--- config.mk ---
export PLATFORM = sky130hd
export DESIGN_NAME = j_pit_timer
export DESIGN_NICKNAME = d
export VERILOG_FILES = /design/src/rtl/j_pit_pkg.sv /design/src/rtl/j_pit_dcnt.sv /design/src/rtl/j_pit_timer.sv
export SDC_FILE = /design/constraint.sdc
export NUM_CORES = 1
export LEC_CHECK = 0
export ABC_AREA = 1
export BUFFER_PORTS_ARGS = -buffer_cell sky130_fd_sc_hd__clkbuf_2
export CELL_PAD_IN_SITES_DETAIL_PLACEMENT = 1
export CELL_PAD_IN_SITES_GLOBAL_PLACEMENT = 1
export CORE_MARGIN = 2
export CORE_UTILIZATION = 39
export DETAILED_ROUTE_END_ITERATION = 10
export PLACE_DENSITY_LB_ADDON = 0.1
export SLEW_MARGIN = 20
export SYNTH_ARGS = -nofsm -noshare
export SYNTH_HDL_FRONTEND = slang
export SYNTH_SLANG_ARGS = --single-unit
--- constraint.sdc ---
create_clock -name sys_clk -period 1.4 [get_ports sys_clk]
set_input_delay 0.14 -clock sys_clk [delete_from_list [all_inputs] [get_ports sys_clk]]
set_output_delay 0.14 -clock sys_clk [all_outputs]
set_load 0.05 [all_outputs]
--- src/rtl/j_pit_pkg.sv ---
// Shared definitions for the j_pit_timer programmable interval timer:
// default counter widths, run-state encoding and read-select codes.
package j_pit_pkg;

  localparam int PRE_W = 16;
  localparam int DIV_W = 16;

  typedef enum logic {
    PIT_IDLE = 1'b0,
    PIT_RUN  = 1'b1
  } pit_state_e;

  localparam logic RD_PRE = 1'b0;
  localparam logic RD_DIV = 1'b1;

endpackage

--- src/rtl/j_pit_dcnt.sv ---
// Reusable down-counter with reload. A zero count reloads from rld_val on the
// next step instead of wrapping, so the counter never goes below zero.
// An explicit load overrides stepping.
module j_pit_dcnt #(
  parameter int W = 16
) (
  input  logic         clk,
  input  logic         rst_n,
  input  logic         load,
  input  logic [W-1:0] load_val,
  input  logic         step,
  input  logic [W-1:0] rld_val,
  output logic [W-1:0] cnt,
  output logic         zero
);

  logic [W-1:0] cnt_q;
  logic [W-1:0] cnt_d;

  // Next count: load wins, otherwise decrement or reload at zero.
  always_comb begin
    cnt_d = cnt_q;
    if (load) begin
      cnt_d = load_val;
    end else if (step) begin
      if (cnt_q == '0) cnt_d = rld_val;
      else             cnt_d = cnt_q - 1'b1;
    end
  end

  // Count register.
  always_ff @(posedge clk or negedge rst_n) begin
    if (!rst_n) cnt_q <= '0;
    else        cnt_q <= cnt_d;
  end

  assign cnt  = cnt_q;
  assign zero = (cnt_q == '0);

endmodule

--- src/rtl/j_pit_timer.sv ---
// Programmable interval timer: a prescaler cascaded into a divider, emitting a
// one-cycle registered tick on each divider expiry.
// Build option: J_PIT_READBACK_EN makes rd_data a registered view of the live
// counters; without it rd_data shows the reload registers combinationally.
module j_pit_timer
  import j_pit_pkg::*;
#(
  parameter int PRE_W = j_pit_pkg::PRE_W,
  parameter int DIV_W = j_pit_pkg::DIV_W
) (
  input  logic        sys_clk,
  input  logic        reset_n,
  input  logic        clock_en,
  input  logic        wr_pre,
  input  logic        wr_div,
  input  logic [15:0] wr_data,
  input  logic        rd_sel,
  output logic [15:0] rd_data,
  output logic        running,
  output logic        tick
);

  pit_state_e       state_q, state_d;
  logic             running_q, running_d;
  logic             tick_q, tick_d;
  logic [PRE_W-1:0] pre_rld_q, pre_rld_d;
  logic [DIV_W-1:0] div_rld_q, div_rld_d;
  logic [PRE_W-1:0] pre_cnt;
  logic [DIV_W-1:0] div_cnt;
  logic             pre_zero, div_zero;
  logic             cnt_load, advance, pre_wrap, div_wrap;

  // Register-port updates, count qualification and expiry detection.
  // Any write suppresses counting that cycle, so a write on an expiry
  // cycle cancels the tick.
  always_comb begin
    pre_rld_d = wr_pre ? wr_data[PRE_W-1:0] : pre_rld_q;
    div_rld_d = wr_div ? wr_data[DIV_W-1:0] : div_rld_q;
    cnt_load  = wr_pre | wr_div;
    advance   = running_q & clock_en & ~cnt_load;
    pre_wrap  = advance & pre_zero;
    div_wrap  = pre_wrap & div_zero;
    tick_d    = div_wrap;
    state_d   = state_q;
    if (wr_pre) begin
      state_d = (wr_data[PRE_W-1:0] != '0) ? PIT_RUN : PIT_IDLE;
    end
    running_d = (state_d == PIT_RUN);
  end

  // Run state, registered outputs and reload registers.
  always_ff @(posedge sys_clk or negedge reset_n) begin
    if (!reset_n) begin
      state_q   <= PIT_IDLE;
      running_q <= 1'b0;
      tick_q    <= 1'b0;
      pre_rld_q <= '0;
      div_rld_q <= '0;
    end else begin
      state_q   <= state_d;
      running_q <= running_d;
      tick_q    <= tick_d;
      pre_rld_q <= pre_rld_d;
      div_rld_q <= div_rld_d;
    end
  end

  // Any write restarts the full period: each counter loads its (possibly
  // new) reload value.
  j_pit_dcnt #(.W(PRE_W)) u_pre (
    .clk      (sys_clk),
    .rst_n    (reset_n),
    .load     (cnt_load),
    .load_val (pre_rld_d),
    .step     (advance),
    .rld_val  (pre_rld_q),
    .cnt      (pre_cnt),
    .zero     (pre_zero)
  );

  j_pit_dcnt #(.W(DIV_W)) u_div (
    .clk      (sys_clk),
    .rst_n    (reset_n),
    .load     (cnt_load),
    .load_val (div_rld_d),
    .step     (pre_wrap),
    .rld_val  (div_rld_q),
    .cnt      (div_cnt),
    .zero     (div_zero)
  );

`ifdef J_PIT_READBACK_EN
  logic [15:0] rd_q, rd_d;

  // Select the live counter to present one cycle later.
  always_comb begin
    rd_d = (rd_sel == RD_DIV) ? 16'(div_cnt) : 16'(pre_cnt);
  end

  // Read-data register.
  always_ff @(posedge sys_clk or negedge reset_n) begin
    if (!reset_n) rd_q <= '0;
    else          rd_q <= rd_d;
  end

  assign rd_data = rd_q;
`else
  logic unused_cnt;
  assign unused_cnt = ^{pre_cnt, div_cnt};
  assign rd_data    = (rd_sel == RD_DIV) ? 16'(div_rld_q) : 16'(pre_rld_q);
`endif

  assign running = running_q;
  assign tick    = tick_q;

endmodule

=== After elaboration in Yosys (flattened, before gate mapping) ===
Index checks and enable logic that the tools add are counted.

* $add $sub $neg: 2
* Mux-type cells: 10
* Bitwise operators: 6
* Reduce and logical (&&, ||, !) cells: 5

{| class="wikitable"
|+ Operator list
! kind !! number
|-
| 2-to-1 mux 16 bit || 9
|-
| logical NOT 16 bit || 2
|-
| subtractor 16 x 1 -> 16 bit (second input constant) || 2
|-
| nonzero test 16 bit || 1
|-
| AND 1 bit || 4
|-
| nonzero test 2 bit || 2
|-
| 2-to-1 mux 1 bit || 1
|-
| NOT 1 bit || 1
|-
| OR 1 bit || 1
|}

* Register bits after elaboration: 66
* Input port bits: 22
* Output and inout port bits: 18
* Word-level logic and storage cells: 29

=== Logic depth before layout (Yosys ltp) ===
Gate-level depths: netlist (run 1).

* Word-level depth: 6
* Mapped depth: 12
* Mapped depth without buffers: 11

=== By module ===
From an unflattened synthesis (run 1), not the netlist that was laid out.

* Cells, all modules: 673
* Area total of the unflattened synthesis: 4616.9 sq um

{| class="wikitable"
|+ By module, submodules not included
! module !! times used !! cells each !! area an instance (sq um) !! sequential area each (sq um)
|-
| j_pit_dcnt || 2 || 238 || 1520.2 || 400.4
|-
| j_pit_timer || 1 || 197 || 1576.5 || 850.8
|}

=== Worst setup path before layout (run 1) ===
OpenSTA, ideal clock, no wires.

* Kind: register to register
* From: reg running_q (netlist: running)
* To: reg u_div.cnt_q[12] (netlist: u_div.cnt[12])
* Setup time: 0.116 ns
* Arrival time: 1.519 ns
* Required time: 1.284 ns
* Setup slack: -0.236 ns
* Cell stages (with the launch flop): 9
* Buffers on the path: 1
* Clock period less this slack: 1.636 ns
* Cells stage by stage: dfrtp_1 nand2_1 nor2_4 nand3_4 buf_6 nand3_1 nand2_1 clkinv_1 nand2_1

* Word-level cells in the longest chain between the ends: 4

{| class="wikitable"
|+ Ends and longest elaborated chain
! element !! line !! text
|-
| start: declaration || j_pit_timer.sv:24 || <nowiki>logic running_q, running_d;</nowiki>
|-
| start signal: assignment || j_pit_timer.sv:61 || <nowiki>running_q <= running_d;</nowiki>
|-
| AND 1 bit (2 in a row) || j_pit_timer.sv:40 || <nowiki>advance = running_q & clock_en & ~cnt_load;</nowiki>
|-
| AND 1 bit || j_pit_timer.sv:41 || <nowiki>pre_wrap = advance & pre_zero;</nowiki>
|-
| nonzero test 2 bit (no line) || -- ||
|-
| end signal: assignment || j_pit_dcnt.sv:34 || <nowiki>else cnt_q <= cnt_d;</nowiki>
|-
| end: declaration || j_pit_dcnt.sv:17 || <nowiki>logic [W-1:0] cnt_q;</nowiki>
|}

Every way passes these cells.
A chain may end at the register's enable or synchronous reset.

=== Worst setup path in the final report (run 1) ===
* From: reg u_pre.cnt_q[0] (netlist: u_pre.cnt[0])
* To: reg u_div.cnt_q[12] (netlist: u_div.cnt[12])

* Word-level cells in the longest chain between the ends: 3

{| class="wikitable"
|+ Ends and longest elaborated chain
! element !! line !! text
|-
| start: declaration || j_pit_dcnt.sv:17 ||
|-
| start signal: assignment || j_pit_dcnt.sv:34 ||
|-
| logical NOT 16 bit || j_pit_dcnt.sv:38 || <nowiki>assign zero = (cnt_q == '0);</nowiki>
|-
| AND 1 bit || j_pit_timer.sv:41 ||
|-
| nonzero test 2 bit (no line) || -- ||
|}

Every way passes these cells.

==> reports/summary.txt, run 1 <==
Synth Net Count -> 680
Clk Latency, worst-skew pair -> 0.36 ns
Core area -> 10800 µm²
Crit path DAT -> 1.99 ns
Die Height -> 109 µm
Area of the multi-input gates -> 2410 µm²
Synth top cells by count -> nand2_1, inv_1, dfrtp_1, o21ai_0, nor2_1
Top_reg_cell synth -> dfrtp_1
Crit path kind -> reg2reg
Share of cells above drive strength 1 -> 28.3%
Clock Tree Root -> clkbuf_8
GR Overflow Total -> 0
Mean Syn Cell Area -> 6.59 µm²
Leak pwr -> 3.03 nW
Yosys reg bits -> 66
Top-count cell post-synth -> nand2_1
Initial antenna violation count -> 0
Initial Util -> 39.9%
Worst-path fanout max -> 5
Pre-CTS WS -> -0.209 ns
CP endpoint kind -> register
CTS H-tree depth -> 3
Register area share after synthesis -> 38.3%
Drt first pass iters -> 4
Mapped cell area -> 4310 µm²
Ranking of synthesized cells by area -> dfrtp_1, nand2_1, o21ai_0, nand3_1, inv_1
Via count -> 4630
EDFF count, synth -> 0
Endpoints failing hold -> 0
Power per Cell Area -> 1030 nW/µm²
Period minus WS final -> 1.73 ns
WP buf/inv -> 4
Final Wtd Congestion -> 0.850
Worst Tran Pin Value -> 0.388 ns
Routed WL per cell -> 16.6 µm
I/O pin count -> 40
Max Clock Skew -> 0.00855 ns
Critical path required time -> 1.66 ns
Startpoint Class -> register
Die area -> 11900 µm²
Diode count -> 0
Status -> complete, but fails checks
Row cnt -> 38
Max VDD drop -> 0.000530 V
RSZ-0062 raised after global routing -> true
Fraction of registers with async set/reset -> 100%
Register area -> 1650 µm²
First-pass GRT wire length -> 24100 µm
Setup Viol. Count Final -> 33
Post-DRT Antenna Nets -> 0
Cts bufs inserted -> 9
Fill cell count -> 1416
Routed WL -> 15300 µm
I/O Buffers -> 39
Clock Sinks -> 66
Final Max Tran Viols -> 0
Final HPWL DP -> 11100 µm
Avg Vias per Cell -> 5.02
Fmax -> 578 MHz
CP max stage delay -> 0.39 ns
Final worst path period share -> 124%
Final setup margin -> -0.329 ns
Slowest-stage cell, CP -> dfrtp_1
Vias in the first global route -> 4889
Crit-path leading delay family -> simple AND/OR/NAND/NOR gates
Synthesized netlist cell count -> 654
Min-Delay Path Class -> in2reg
Largest net degree at the start of global routing -> 67
Final core occ -> 54.0%
Failing checks -> setup timing
GRT Overall Usage -> 26.4%
DR DRC count -> 0
MaxCap Viol Count -> 0
Die width -> 109 µm
Area grow syn2layout -> 35.3%
Clk buf depth -> 2
CTS tree -> built
Share of the synthesized area in the top cell type -> 38.3%
Clock Pin Slew Worst Setup and Hold Paths -> 0.08 ns
Ys Warns -> 0
CP Cell Sequence -> inv_2, ha_4, inv_2, nor2_2, nand2_2, nor2_4, nand3_4, clkbuf_16, nand3_1, nand2_1, clkinv_1, nand2_1
Max_slew headroom -> 74.1%
Yosys top cell by area -> dfrtp_1
1st-iter DRT viols -> 212
Nets@finish -> 803
Synth unique cells -> 28
==> layer usage <==
layer  global-route usage (%)  up-vias  routed length (µm)
li1                         -     2293                   -
met1                     32.8     2277                6770
met2                     47.8       39                8060
met3                     2.51       21                 198
met4                     8.70        0                 321
met5                        0        -                   0
==> layout make-up <==
cell class / count / share of cell area (%)
clock inverter: 2 / 1.03
inverter: 83 / 5.60
timing repair buffer: 132 / 17.8
sequential: 66 / 28.4
clock buffer: 14 / 2.62
timing repair inverter: 1 / 0.193
multi-input combinational: 484 / 41.4
tap: 140 / 3.01
==> layout by cell type, fill, tap and decap left out, types with 7 or more instances in the layout <==
master,Yosys,routed
a21oi_1,9,9
buf_4,0,84
clkbuf_2,0,26
clkbuf_8,0,10
clkinv_1,8,7
dfrtp_1,66,65
inv_1,72,65
inv_2,2,9
nand2_1,233,221
nand2_2,2,11
nand3_1,60,55
nand4_1,10,10
nor2_1,62,47
nor2_2,15,25
nor2_4,6,11
o21ai_0,65,44
o21ai_1,1,21
==> worst min-delay path: stages <==
cell and delay, ns:
clkbuf_2 0.11, nand2_1 0.06, nand2_1 0.08
==> power breakdown <==
group | leakage [nW] | total, mW | switching, mW | internal (mW)
clock | 0.105 | 1.83 | 0.777 | 1.06
combinational | 2.12 | 1.90 | 1.16 | 0.743
sequential | 0.805 | 2.29 | 0.190 | 2.10
==> logic make-up after synthesis <==
kind of cell	Yosys count	share of synthesized area [%]
xor gates and xnor gates	6	1.22
DFF	66	38.3
adders and majority gates	4	1.16
buffers and inverters	104	10.1
and+or+nand+nor	395	39.8
AOI/OAI and AO/OA	79	9.41
==> flip-flops by register name, indices dropped and copies added, names as in the netlist <==
| register | flops |
|---|---|
| running | 1 |
| u_pre.cnt | 16 |
| pre_rld_q | 16 |
| div_rld_q | 16 |
| u_div.cnt | 16 |
| tick | 1 |
==> stage by stage <==
stage          TNS, ns  std cells  hold WS [ns]  total power, mW  area [µm²]
3_5_place_dp     -5.31        897         0.196             4.07        5280
3_3_place_gp     -3.62        897         0.187             4.00        5280
2_1_floorplan    -1.08        654        -0.156             3.25        4340
5_1_grt         -11.69        922        0.0708             6.33        5830
4_1_cts          -4.96        918        0.0460             5.93        5580
6_report         -8.53        922        0.0557             6.02        5830
==> final timing paths <==
check,from,endpoint,slack [ns],cells past startpoint
setup / recovery,u_pre.cnt[0]$_DFFE_PN0P_,u_div.cnt[12]$_DFFE_PN0P_,-0.33,12
hold / removal,wr_data[9],div_rld_q[9]$_DFF_PN0_,0.06,3
setup reg to reg,u_pre.cnt[0]$_DFFE_PN0P_,u_div.cnt[12]$_DFFE_PN0P_,-0.33,12
hold reg to reg,pre_rld_q[4]$_DFF_PN0_,u_pre.cnt[4]$_DFFE_PN0P_,0.50,2
max in group asynchronous,reset_n,u_pre.cnt[0]$_DFFE_PN0P_,0.75,3
min in group asynchronous,reset_n,pre_rld_q[1]$_DFF_PN0_,0.33,3
==> timing repair <==
item,4_1_cts,5_1_grt
cloned,0,3
endpoints found under the hold margin,66,0
gates resized for setup,13,72
hold buffers,1,0
endpoints found under the setup margin,35,45
setup buffers,4,3
pin swaps,3,21
Power figures use the tool's default switching activity.
==> run 2, diff against run 1 <==
- ABC_AREA: 1 -> 0
- CORE_ASPECT_RATIO: unset -> 0.8
- CORE_UTILIZATION: 39 -> 42
==> run 2 against run 1 <==
Effect of this change: the flow still finishes with violations (setup timing); non-clock buffer count is 36 higher; clock skew is 0.0025 ns higher; synthesized cell count is 40% lower; sequential share of layout area is 0.64 points lower; area after synthesis is 9.8% lower; die area is 16% lower; global-route usage is 5.4 points higher; final cell count is 27% lower; sequential power is 2% higher; largest power group is now clock.
==> reports/summary.txt, run 2 <==
Endpoints failing hold -> 0
Worst Tran Pin Value -> 0.590 ns
Register area share after synthesis -> 42.5%
R2R Path Start -> u_div.cnt[13]$_DFFE_PN0P_
Startpoint Class -> register
Diode count -> 0
CTS tree -> built
Yosys reg bits -> 66
Synth top cells by count -> dfrtp_1, mux2_2, o21ai_0, nand2_1, nor2_1
CP endpoint kind -> register
GRT Overall Usage -> 31.8%
Routed WL per cell -> 27.3 µm
Critical path required time -> 1.60 ns
Final Max Tran Viols -> 0
EDFF count, synth -> 0
Final worst path period share -> 159%
Die width -> 112 µm
Cts bufs inserted -> 9
Routed WL -> 18300 µm
I/O pin count -> 40
RSZ-0062 raised after global routing -> true
MaxCap Viol Count -> 0
Synth unique cells -> 62
Commonest non-fill, non-tap cell in the layout -> buf_4
Synth Net Count -> 419
Row cnt -> 31
Clock Pin Slew Worst Setup and Hold Paths -> 0.06 ns
Power per Cell Area -> 1150 nW/µm²
Total Power -> 6.90 mW
Top_reg_cell synth -> dfrtp_1
I/O Buffers -> 39
Avg Vias per Cell -> 6.35
Synthesized netlist cell count -> 393
DR DRC count -> 0
Placed Cells -> 622
Worst hold path startpoint -> wr_data[4]
Reg2Reg Setup Slack -> -0.83 ns
Core area -> 9040 µm²
Yosys top cell by area -> dfrtp_1
Final Wtd Congestion -> 0.903
Mean Syn Cell Area -> 9.89 µm²
Area grow syn2layout -> 53.7%
Largest net degree at the start of global routing -> 29
Nets@finish -> 576
Final setup margin -> -0.831 ns
Max VDD drop -> 0.000860 V
Clk Latency, worst-skew pair -> 0.35 ns
Post-DRT Antenna Nets -> 0
Initial Util -> 43.0%
Pre-CTS WS -> -0.782 ns
Crit path DAT -> 2.43 ns
Clock Sinks -> 66
Final core occ -> 66.1%
Clock Tree Root -> clkbuf_16
Crit path kind -> reg2reg
Fmax -> 448 MHz
Hold depth -> 2
Max Clock Skew -> 0.0110 ns
Die Height -> 90.1 µm
Fraction of registers with async set/reset -> 100%
Hold path endpoint -> div_rld_q[4]$_DFF_PN0_
Clk buf depth -> 2
Failing checks -> setup timing
Min-Delay Path Class -> in2reg
Share of cells above drive strength 1 -> 54.1%
Most frequent cells in the layout -> buf_4, dfrtp_1, mux2_2
Setup Viol. Count Final -> 36
Vias in the first global route -> 4384
Ranking of synthesized cells by area -> dfrtp_1, mux2_2, o21ai_0, a22oi_1, nand2_1
Period minus WS final -> 2.23 ns
Status -> complete, but fails checks
Via count -> 4253
Final hold slack -> 0.110 ns
GR Overflow Total -> 0
Drt first pass iters -> 5
Leak pwr -> 2.60 nW
Ys Warns -> 0
Final HPWL DP -> 10400 µm
Share of the synthesized area in the top cell type -> 42.5%
First-pass GRT wire length -> 24500 µm
Register-to-Register Path Depth -> 6
Reg2Reg Capture Point -> u_div.cnt[9]$_DFFE_PN0P_
Initial antenna violation count -> 0
1st-iter DRT viols -> 380
Die area -> 10000 µm²
CTS H-tree depth -> 3
Top-count cell post-synth -> dfrtp_1
Final non-filler cell total -> 670
Mapped cell area -> 3890 µm²
Worst-path fanout max -> 10
Max_slew headroom -> 60.3%
-- run 2: cell types whose count changed in the layout (fill, tap and decap cells not counted), sizes merged, moves of 22 or more --
cell,delta
nand2,-204
inv,-65
nor2,-62
nand3,-55
mux2,+44
buf,+42
o21ai,-22
-- run 2: routing by layer --
layer	track usage [%]	routed length [µm]	share of wire [%]	vias to the layer above
li1	-	-	-	1781
met1	42.1	7300	40	2129
met2	50.6	8860	48	258
met3	7.15	1320	7.2	85
met4	12.9	823	4.5	0
met5	0	0	0	-
-- run 2: worst max path at each step --
| stage | from | end | slack (ns) |
|---|---|---|---|
| 2_1_floorplan | u_div.cnt[12]$_DFFE_PN0P_ | u_div.cnt[4]$_DFFE_PN0P_ | -0.69 |
| 3_3_place_gp | u_div.cnt[14]$_DFFE_PN0P_ | u_div.cnt[5]$_DFFE_PN0P_ | -0.72 |
| 3_5_place_dp | u_div.cnt[14]$_DFFE_PN0P_ | u_div.cnt[3]$_DFFE_PN0P_ | -0.78 |
| 4_1_cts | u_div.cnt[7]$_DFFE_PN0P_ | u_div.cnt[3]$_DFFE_PN0P_ | -0.69 |
| 5_1_grt | u_div.cnt[13]$_DFFE_PN0P_ | u_div.cnt[9]$_DFFE_PN0P_ | -0.86 |
| 6_report | u_div.cnt[13]$_DFFE_PN0P_ | u_div.cnt[9]$_DFFE_PN0P_ | -0.83 |
-- run 2: critical path: stages (launching register included) --
cell and delay, ns:
dfrtp_1 0.40, or3_4 0.40, or4_4 0.57, buf_6 0.17
o22a_1 0.21, o221ai_2 0.20, nand2_1 0.13
-- run 2: area by class of cell --
cell class	instances	area, µm²
inverter	11	41.3
fill	982	3060
tap	115	144
clock buffer	15	298
sequential	66	1660
timing repair buffer	168	1350
multi-input combinational	294	2480
clock inverter	1	5.00
-- run 2: power breakdown --
group / switching, mW / internal, mW / total [mW]
logic: 1.24 / 0.962 / 2.20
registers: 0.214 / 2.12 / 2.33
clock network: 0.924 / 1.44 / 2.37
total: 2.38 / 4.52 / 6.90
-- run 2: repair_timing --
action                                  CTS  global route
cloned                                    2             1
gates resized for setup                  59            60
hold endpoints to repair                 13             0
endpoints found under the setup margin   45            45
pin swaps                                14            26
hold buffers                              1             0
setup buffers                             8            21
-- run 2: kinds of logic (layout without fill, tap and decap cells) --
logic type / count (synthesis) / after routing / synth area share (%)
buf+inv: 34 / 195 / 4.09
fa+ha+maj: 4 / 4 / 1.29
mux: 49 / 49 / 14.0
xor+xnor: 12 / 12 / 2.70
compound gates: 117 / 118 / 19.5
simple gates: 111 / 111 / 15.9
flops: 66 / 66 / 42.5
-- run 2: metrics by stage --
stage | cell area (µm²) | TNS [ns]
global placement | 4990 | -16.21
global route | 5970 | -22.02
CTS | 5610 | -17.03
floorplan | 4020 | -13.30
finish | 5970 | -20.12
detailed placement | 4990 | -17.74
